`src/rtl/pll_supervisor_pkg.sv`:
```
// Shared types and default constants for the PLL lock supervisor.
// The FSM state encoding is visible on state_o, so the enum values are fixed.
package pll_supervisor_pkg;

   typedef enum logic [1:0] {
      WAIT_LOCK  = 2'd0,
      STABILIZE  = 2'd1,
      HOLD_RESET = 2'd2,
      RUN        = 2'd3
   } state_t;

   localparam int DEF_SYNC_STAGES        = 2;
   localparam int DEF_LOCK_STABLE_CYCLES = 7200;
   localparam int DEF_RESET_HOLD_CYCLES  = 16;

   function automatic int max_int(input int a, input int b);
      return (a > b) ? a : b;
   endfunction

endpackage

```
`src/rtl/sync_bit.sv`:
```
// Multi-flop synchronizer for one asynchronous level signal.
// Every flop clears on the asynchronous active-low reset.
module sync_bit #(
   parameter int STAGES = 2
) (
   input  logic clock,
   input  logic reset_n,
   input  logic d,
   output logic q
);

   logic [STAGES-1:0] ff;

   always_ff @(posedge clock or negedge reset_n) begin
      if (!reset_n) begin
         ff <= '0;
      end else begin
         ff <= {ff[STAGES-2:0], d};
      end
   end

   assign q = ff[STAGES-1];

endmodule

```
`src/rtl/pll_lock_supervisor.sv`:
```
// Qualifies the PLL lock indicator, sequences sys_reset_n, and keeps
// sticky lock-loss diagnostics for lock drops seen while running.
module pll_lock_supervisor
   import pll_supervisor_pkg::*;
#(
   parameter int SYNC_STAGES        = DEF_SYNC_STAGES,
   parameter int LOCK_STABLE_CYCLES = DEF_LOCK_STABLE_CYCLES,
   parameter int RESET_HOLD_CYCLES  = DEF_RESET_HOLD_CYCLES
) (
   input  logic       clock,
   input  logic       reset_n,
   input  logic       locked,
   input  logic       clear_flags,
   output logic       sys_reset_n,
   output logic       ready,
   output logic       lock_lost,
   output logic [7:0] lock_loss_count,
   output logic [1:0] state_o
);

   localparam int CNT_W = $clog2(max_int(LOCK_STABLE_CYCLES, RESET_HOLD_CYCLES) + 1);
   localparam logic [CNT_W-1:0] STAB_LAST = CNT_W'(LOCK_STABLE_CYCLES - 1);
   localparam logic [CNT_W-1:0] HOLD_LAST = CNT_W'(RESET_HOLD_CYCLES - 1);
   localparam logic [CNT_W-1:0] CNT_ONE   = CNT_W'(1);

   logic             locked_s;
   state_t           state, state_n;
   logic [CNT_W-1:0] cnt, cnt_n;
   logic             loss_event;

   sync_bit #(.STAGES(SYNC_STAGES)) u_sync (
      .clock   (clock),
      .reset_n (reset_n),
      .d       (locked),
      .q       (locked_s)
   );

   always_ff @(posedge clock or negedge reset_n) begin
      if (!reset_n) begin
         state <= WAIT_LOCK;
         cnt   <= '0;
      end else begin
         state <= state_n;
         cnt   <= cnt_n;
      end
   end

   // The cycle that moves WAIT_LOCK to STABILIZE is itself the first
   // qualified lock cycle, so the counter is loaded with one on entry.
   always_comb begin
      state_n    = state;
      cnt_n      = cnt;
      loss_event = 1'b0;
      case (state)
         WAIT_LOCK: begin
            cnt_n = '0;
            if (locked_s) begin
               state_n = STABILIZE;
               cnt_n   = CNT_ONE;
            end
         end
         STABILIZE: begin
            if (!locked_s) begin
               state_n = WAIT_LOCK;
               cnt_n   = '0;
            end else if (cnt >= STAB_LAST) begin
               state_n = HOLD_RESET;
               cnt_n   = '0;
            end else begin
               cnt_n = cnt + CNT_ONE;
            end
         end
         HOLD_RESET: begin
            if (!locked_s) begin
               state_n = WAIT_LOCK;
               cnt_n   = '0;
            end else if (cnt >= HOLD_LAST) begin
               state_n = RUN;
               cnt_n   = '0;
            end else begin
               cnt_n = cnt + CNT_ONE;
            end
         end
         RUN: begin
            cnt_n = '0;
            if (!locked_s) begin
               state_n    = WAIT_LOCK;
               loss_event = 1'b1;
            end
         end
         default: begin
            state_n = WAIT_LOCK;
            cnt_n   = '0;
         end
      endcase
   end

   // Outputs follow the next state so they change on the same edge as the FSM.
   always_ff @(posedge clock or negedge reset_n) begin
      if (!reset_n) begin
         sys_reset_n <= 1'b0;
         ready       <= 1'b0;
      end else begin
         sys_reset_n <= (state_n == RUN);
         ready       <= (state_n == RUN);
      end
   end

   // A loss event outranks a simultaneous clear: the clear empties the
   // history first, then the new loss is recorded.
   always_ff @(posedge clock or negedge reset_n) begin
      if (!reset_n) begin
         lock_lost       <= 1'b0;
         lock_loss_count <= 8'd0;
      end else if (loss_event) begin
         lock_lost <= 1'b1;
         if (clear_flags) begin
            lock_loss_count <= 8'd1;
         end else if (lock_loss_count != 8'hFF) begin
            lock_loss_count <= lock_loss_count + 8'd1;
         end
      end else if (clear_flags) begin
         lock_lost       <= 1'b0;
         lock_loss_count <= 8'd0;
      end
   end

   assign state_o = state;

endmodule

```
`config.mk`:
```
export PLATFORM = sky130hd
export DESIGN_NAME = pll_lock_supervisor
export DESIGN_NICKNAME = d
export VERILOG_FILES = /design/src/rtl/pll_supervisor_pkg.sv /design/src/rtl/sync_bit.sv /design/src/rtl/pll_lock_supervisor.sv
export SDC_FILE = /design/constraint.sdc
export NUM_CORES = 1
export LEC_CHECK = 0
export CAP_MARGIN = 15
export CORE_AREA = 2 2 55 57
export DETAILED_ROUTE_END_ITERATION = 10
export DIE_AREA = 0 0 57 59
export GPL_TIMING_DRIVEN = 0
export PLACE_DENSITY = 0.8
export SYNTH_ARGS = -nofsm -noshare
export SYNTH_HDL_FRONTEND = slang
export SYNTH_SLANG_ARGS = --single-unit
```
`constraint.sdc`:
```
create_clock -name clock -period 2.5 [get_ports clock]
set_input_delay 0.375 -clock clock [delete_from_list [all_inputs] [get_ports clock]]
set_output_delay 0.375 -clock clock [all_outputs]
set_load 0.01 [all_outputs]
```
==> results of run 1 <==
-- power by group --
part	internal, W	total, W	switching [W]
Clock	0.0000616	0.000207	0.000145
Combinational	0.0000137	0.0000418	0.0000281
Sequential	0.000441	0.000447	0.00000591
Total	0.000517	0.000696	0.000179
-- logic make-up (layout without fill, tap and decap cells) --
| logic type | Yosys count | in the layout | synth area share |
|---|---|---|---|
| xor gates and xnor gates | 11 | 11 | 0.06754 |
| DFF | 27 | 27 | 0.4737 |
| buffers and inverters | 10 | 30 | 0.03947 |
| muxes | 1 | 1 | 0.007018 |
| and+or+nand+nor | 48 | 48 | 0.1877 |
| adders and majority gates | 2 | 2 | 0.01754 |
| AOI/OAI and AO/OA | 32 | 32 | 0.2070 |
-- worst max path at each step --
stage | to | slack (ns) | cells after the start
3_5_place_dp | cnt[8]$_DFF_PN0_ | 0.54 | 6
5_1_grt | cnt[8]$_DFF_PN0_ | 0.37 | 6
2_1_floorplan | cnt[12]$_DFF_PN0_ | 0.76 | 6
6_report | cnt[1]$_DFF_PN0_ | 0.50 | 6
3_3_place_gp | cnt[12]$_DFF_PN0_ | 0.59 | 6
4_1_cts | cnt[8]$_DFF_PN0_ | 0.49 | 6
-- through the flow --
step / area [um2] / hold slack [ns] / setup slack [ns] / cells / total power (W)
3_5_place_dp: 1625 / 0.3543 / 0.5366 / 178 / 0.0004986
4_1_cts: 1655 / 0.3870 / 0.4884 / 182 / 0.0006969
2_1_floorplan: 1426 / 0.07941 / 0.7619 / 131 / 0.0004752
6_report: 1650 / 0.006509 / 0.4964 / 182 / 0.0006960
3_3_place_gp: 1625 / 0.3372 / 0.5931 / 178 / 0.0004958
5_1_grt: 1650 / 0.05067 / 0.3683 / 182 / 0.0007165
-- routing by layer --
metal | wire length (um) | global-route usage | part of all wire
met4 | 52 | 0.07641 | 0.017
met2 | 1434 | 0.3251 | 0.48
met1 | 1370 | 0.2627 | 0.46
met3 | 126 | 0.03057 | 0.042
met5 | 0 | 0 | 0
-- cell type report --
type                       instances  share of cell area
clock inverter                     1            0.004549
sequential                        27              0.4094
tap                               31             0.02350
clock buffer                       3             0.01365
timing repair buffer              16             0.09401
multi-input combinational         94              0.4208
inverter                           6             0.01365
buffer                             4             0.02047
-- cells in the final DEF (no fill, tap or decap), drive strengths merged, types with 4 or more instances in the layout --
master	n
nand4	5
nor3	4
nor2	8
xor2	5
xnor2	6
buf	5
o21ai	5
clkdlybuf4s50	15
nand3	8
nand2	7
dfrtp	27
a211oi	12
inv	6
-- registers in the layout, summed over array words and instances, names as in the netlist --
name / flops
cnt: 13
lock_loss_count: 8
state_o: 2
u_sync.ff: 2
lock_lost: 1
ready: 1
-- worst register-to-register path: stages (launching register included) --
cell and delay (ns):
dfrtp_1 0.46, ha_1 0.29, a21o_1 0.22, a2111oi_4 0.37, o21ai_2 0.18, buf_6 0.19
a211oi_2 0.23
==> results.md, run 1 <==
- Wire length per cell: 16.38 um
- Count of different cell masters after synthesis: 42
- Yosys reg bits: 27
- Final setup vio count: 0
- Wirelength, routed: 2982 um
- Footprint of the multi-input gates: 694.4 um2
- Worst-skew pair later-pin latency: roughly 0.35 ns
- CTS buffer count: 3
- Most frequent cell after synthesis: dfrtp_1
- Post-Syn Area: 0.001426 mm2
- Ranking of synthesized cells by area: dfrtp_1 47%, a211oi_2 7.9%, xnor2_1 3.7%
- First-pass GRT wire length: 5133 um
- Die area: ~0.0034 mm2
- # nets final: between 150 and 200
- Ys flop type: dfrtp_1
- Ys Warns: 0
- Avg Inst Size Synth: 10.89 um2
- DRC viols: 0
- Synth cell count leaders: 27 x dfrtp_1, 9 x a211oi_2, 8 x nand3_1, 8 x nor2_1, 7 x nand2_1
- Clock Path Buffers: 2
- Cts hold-fix bufs: 0
- Largest net degree at the start of global routing: 28
- Crit Path Category: reg2reg
- CTS H-tree depth: 1
- Clk sinks: 27
- Post-detail-place hpwl: 2171 um
- IO buf count: 16
- Root Buffer: clkbuf_4
- Starting Density: 0.5263
- Post_cts resized: 0
- Slowest cell delay on critical path: 0.46 ns
- Max Slew Vio Count: 0
- Final worst-path cycle share: 0.8014
- Number of synthesized flops with an enable pin: 0
- Max Cap Viol: 0
- Clock-pin slew on the worst setup and hold paths: 0.17 ns
- CTS tree: done
- Seq. cell area: between 600 and 700 um2
- Worst-path fanout max: 10
- Layout cells sized above 1: 0.1589
- I/O Pins: 17
- Hold Vio Cnt, Final: 0
- RD Place Congestion: 0.7891
- Worst Path Buf+Inv: 1
- Reg2reg path depth: 6
- Peak supply drop: approximately 0.27 mV
- CP top delay family: compound AO/OA/AOI/OAI gates
- Slew of the pin with the lowest slew margin: around 0.66 ns
- Sequential fraction of the synthesis area: 0.4737
- Die width: 57 um
- Worst Path Required: 2.78 ns
- Row count: 19
- Final Core Density: 0.6090
- Vias per cell: a little over 6
- Initial antenna violation count: 0
- GR Overflow Total: 0
- Vias: 1116
- Critical path endpoint category: flop
- Asr flop ratio synth: 1.000
- Crit path from: cnt[0]$_DFF_PN0_
- TNS Setup: 0 ns
- Gr usage total: 0.1968
- Max Freq: about 0.50 GHz
- Power Density: ~420 mW/mm2
- Slowest-stage cell, CP: dfrtp_1
- Setup Skew: about 0.015 ns
- Minimum clock period: 2.004 ns
- Hold Path Class: in2async
- Setup repair bufs after CTS: 0
- Area growth syn-to-layout: 15.70%
- Fill cells: 239
- Arrival @ worst endpoint: 2.28 ns
- Drt first pass iters: 4
- Die Span Y: 59 um
- DRT antenna net count: 0
- Worst r2r src: cnt[0]$_DFF_PN0_
- Yosys top cell area share: 0.4737
- Leak: 0.6558 nW
- DRT iter0 DRCs: 69
- Outcome: finished clean
- Yosys top cell by area: dfrtp_1
- Vias in the first global route: 1088
- Slew margin rel.: 0.5581
- Ant. Diodes: 0
- Net Count, Synth: 137
- Slack of the worst reg-to-reg path: 0.50 ns
- RSZ-0062 raised after global routing: false
- Cells after Synth: 131
- Worst reg2reg endpoint: cnt[1]$_DFF_PN0_
- CP Cell Sequence: ha_1 > a21o_1 > a2111oi_4 > o21ai_2 > buf_6 > a211oi_2
- Startpoint types: flop
- Core Area: 0.002710 mm2
Power figures use the tool's default switching activity.
==> run 2: changes to the inputs <==
- clock period: 2.5 -> 1.95 ns (I/O delays scaled with it)
==> run 2 against run 1 <==
Against the previous run:
- wire length rose by 20%
- sequential share of layout area fell by 3.2 points
- critical endpoint is now cnt[5]$_DFF_PN0_
- via count increased by 9.1%
- the run now ends with setup timing left
- power grew 32%
==> results.md, run 2 (synthesized netlist as in run 1, its figures left out) <==
- Outcome: complete, but fails checks
- Failing checks: setup timing
- Commonest non-fill, non-tap cell in the layout: dfrtp_1
- Slew margin rel.: 0.5478 (-0.01030)
- Power Density: 510.1 mW/mm2 (+21%)
- Setup ws final: -0.05059 ns (-0.5470 ns)
- Vias per cell: 6.183 (+0.83%)
- Setup Skew: 0.01403 ns (-0.0008304 ns)
- Post-detail-place hpwl: 2171 um (unchanged)
- Arrival @ worst endpoint: 2.29 ns (about the same)
- IO buf count: 16 (unchanged)
- Max Slew Vio Count: 0 (unchanged)
- Gr usage total: 0.2034 (+0.006545)
- Drt first pass iters: 5 (+1)
- Design Power: 0.0009159 W (+32%)
- CTS buffer count: 3 (unchanged)
- Starting Density: 0.5263 (unchanged)
- RSZ-0062 raised after global routing: true
- First-pass GRT wire length: 5299 um (+3.2%)
- Worst-skew pair later-pin latency: 0.36 ns (about the same)
- GR Overflow Total: 0 (unchanged)
- CP top delay family: compound AO/OA/AOI/OAI gates
- Worst Path Buf+Inv: 1 (unchanged)
- Worst Path Required: 2.24 ns (-0.54 ns)
- Worst-path fanout max: 6 (-4)
- Final worst-path cycle share: 1.026 (+0.2245)
- Clock Path Buffers: 2 (unchanged)
- Initial antenna violation count: 0 (unchanged)
- Slack of the worst reg-to-reg path: -0.05 ns (-0.55 ns)
- Hold Path Class: in2reg
- Top flop regs: cnt (13), lock_loss_count (8)
- Critical path endpoint category: flop
- CTS tree: done
- Core Area: 0.002710 mm2 (unchanged)
- Root Buffer: clkbuf_4
- Crit Path Category: reg2reg
- Row count: 19 (unchanged)
- Final setup vio count: 8 (+8)
- I/O Pins: 17 (unchanged)
- # nets final: 173 (+9.5%)
- Worst reg2reg endpoint: cnt[5]$_DFF_PN0_
- Vias in the first global route: 1112 (+2.2%)
- Crit path from: cnt[1]$_DFF_PN0_
- Max reg flops: 13 (unchanged)
- RD Place Congestion: 0.7891 (unchanged)
- Wire length per cell: 18.23 um (+11%)
- Hold Vio Cnt, Final: 0 (unchanged)
- Final Core Density: 0.6625 (+0.05356)
- Reg2reg path depth: 6 (unchanged)
- Hold WS: 0.3723 ns (+0.3658 ns)
- Die width: 57 um (unchanged)
- Slew of the pin with the lowest slew margin: 0.6782 ns (+0.01545 ns)
- Area growth syn-to-layout: 25.88%
- Top reg by flops: cnt
- Leak: 0.7312 nW (+11%)
- Die area: 0.003363 mm2 (unchanged)
- Slowest-stage cell, CP: dfrtp_1
- Max Freq: 0.4999 GHz (+0.15%)
- DRT antenna net count: 0 (unchanged)
- DRC viols: 0 (unchanged)
- Wirelength, routed: 3592 um (+20%)
- CP Cell Sequence: ha_4 > a21o_1 > a2111oi_4 > o21ai_4 > buf_2 > a211oi_2
- Layout cells sized above 1: 0.2590 (+0.1001)
- TNS Setup: -0.1987 ns (-0.1987 ns)
- Max Cap Viol: 0 (unchanged)
- Cell depth of the worst setup path: 6 (unchanged)
- CTS H-tree depth: 1 (unchanged)
- Slowest cell delay on critical path: 0.48 ns (+0.02 ns)
- Clock-pin slew on the worst setup and hold paths: 0.16 ns (about the same)
- Largest net degree at the start of global routing: 28 (unchanged)
- Peak supply drop: 0.3446 mV (+27%)
- Die Span Y: 59 um (unchanged)
- DRT iter0 DRCs: 68 (-1.4%)
- Clk sinks: 27 (unchanged)
- CP endpoint: cnt[5]$_DFF_PN0_
- Worst r2r src: cnt[1]$_DFF_PN0_
- Startpoint types: flop
- Ant. Diodes: 0 (unchanged)
- Commonest cells after routing, fill and taps aside: 26 x dfrtp_1, 15 x clkdlybuf4s50_1, 13 x buf_4, 10 x a211oi_2
- Minimum clock period: 2.001 ns (-0.002996 ns)
- Vias: 1218 (+9.1%)
run 2: stage by stage:
step / cells / setup slack (ns) / cell area, um2
2_1_floorplan: 131 / 0.2119 / 1426
3_3_place_gp: 178 / 0.04308 / 1625
3_5_place_dp: 178 / -0.01342 / 1625
4_1_cts: 185 / 0.01102 / 1678
5_1_grt: 197 / -0.1070 / 1795
6_report: 197 / -0.05059 / 1795
run 2: worst min path at each step:
stage	to	cells after the start	from	slack [ns]
2_1_floorplan	cnt[0]$_DFF_PN0_	0	reset_n	-0.003
3_3_place_gp	u_sync.ff[1]$_DFF_PN0_	0	u_sync.ff[0]$_DFF_PN0_	0.34
3_5_place_dp	u_sync.ff[1]$_DFF_PN0_	0	u_sync.ff[0]$_DFF_PN0_	0.35
4_1_cts	u_sync.ff[0]$_DFF_PN0_	1	locked	0.38
5_1_grt	u_sync.ff[0]$_DFF_PN0_	1	locked	0.37
6_report	u_sync.ff[0]$_DFF_PN0_	1	locked	0.37
run 2: repair_timing:
| action | CTS | global route |
|---|---|---|
| hold buffers | 0 | 1 |
| pin swaps | 1 | 8 |
| hold endpoints to repair | 0 | 27 |
| gates resized for setup | 0 | 8 |
| gates cloned | 0 | 2 |
| setup buffers | 3 | 9 |
| endpoints found under the setup margin | 8 | 15 |
run 2: per-layer routing:
metal | share of wire | wire length [um] | global-route usage
met4 | 0.017 | 61 | 0.09635
met1 | 0.44 | 1579 | 0.2698
met2 | 0.49 | 1753 | 0.3251
met3 | 0.055 | 198 | 0.03712
met5 | 0 | 0 | 0
run 2: layout make-up:
| cell class | instances | area, um2 |
|---|---|---|
| Multi-Input combinational cell | 94 | 728.2 |
| Tap cell | 31 | 38.79 |
| Clock inverter | 1 | 7.507 |
| Fill cell | 216 | 914.6 |
| Clock buffer | 3 | 22.52 |
| Inverter | 6 | 22.52 |
| Buffer | 4 | 33.78 |
| Sequential cell | 27 | 676.9 |
| Timing Repair Buffer | 31 | 265.3 |
run 2: power by group:
| group | switching [W] | internal (W) | total [W] |
|---|---|---|---|
| registers | 0.00000872 | 0.000566 | 0.000575 |
| logic | 0.0000436 | 0.0000299 | 0.0000736 |
| clock network | 0.000189 | 0.0000791 | 0.000268 |
| total | 0.000241 | 0.000675 | 0.000916 |
==> run 3: changes to the inputs <==
- HOLD_SLACK_MARGIN: default -> 0.1
==> results of run 3 <==
Final layout, timing and power as in run 2 (identical DEF).
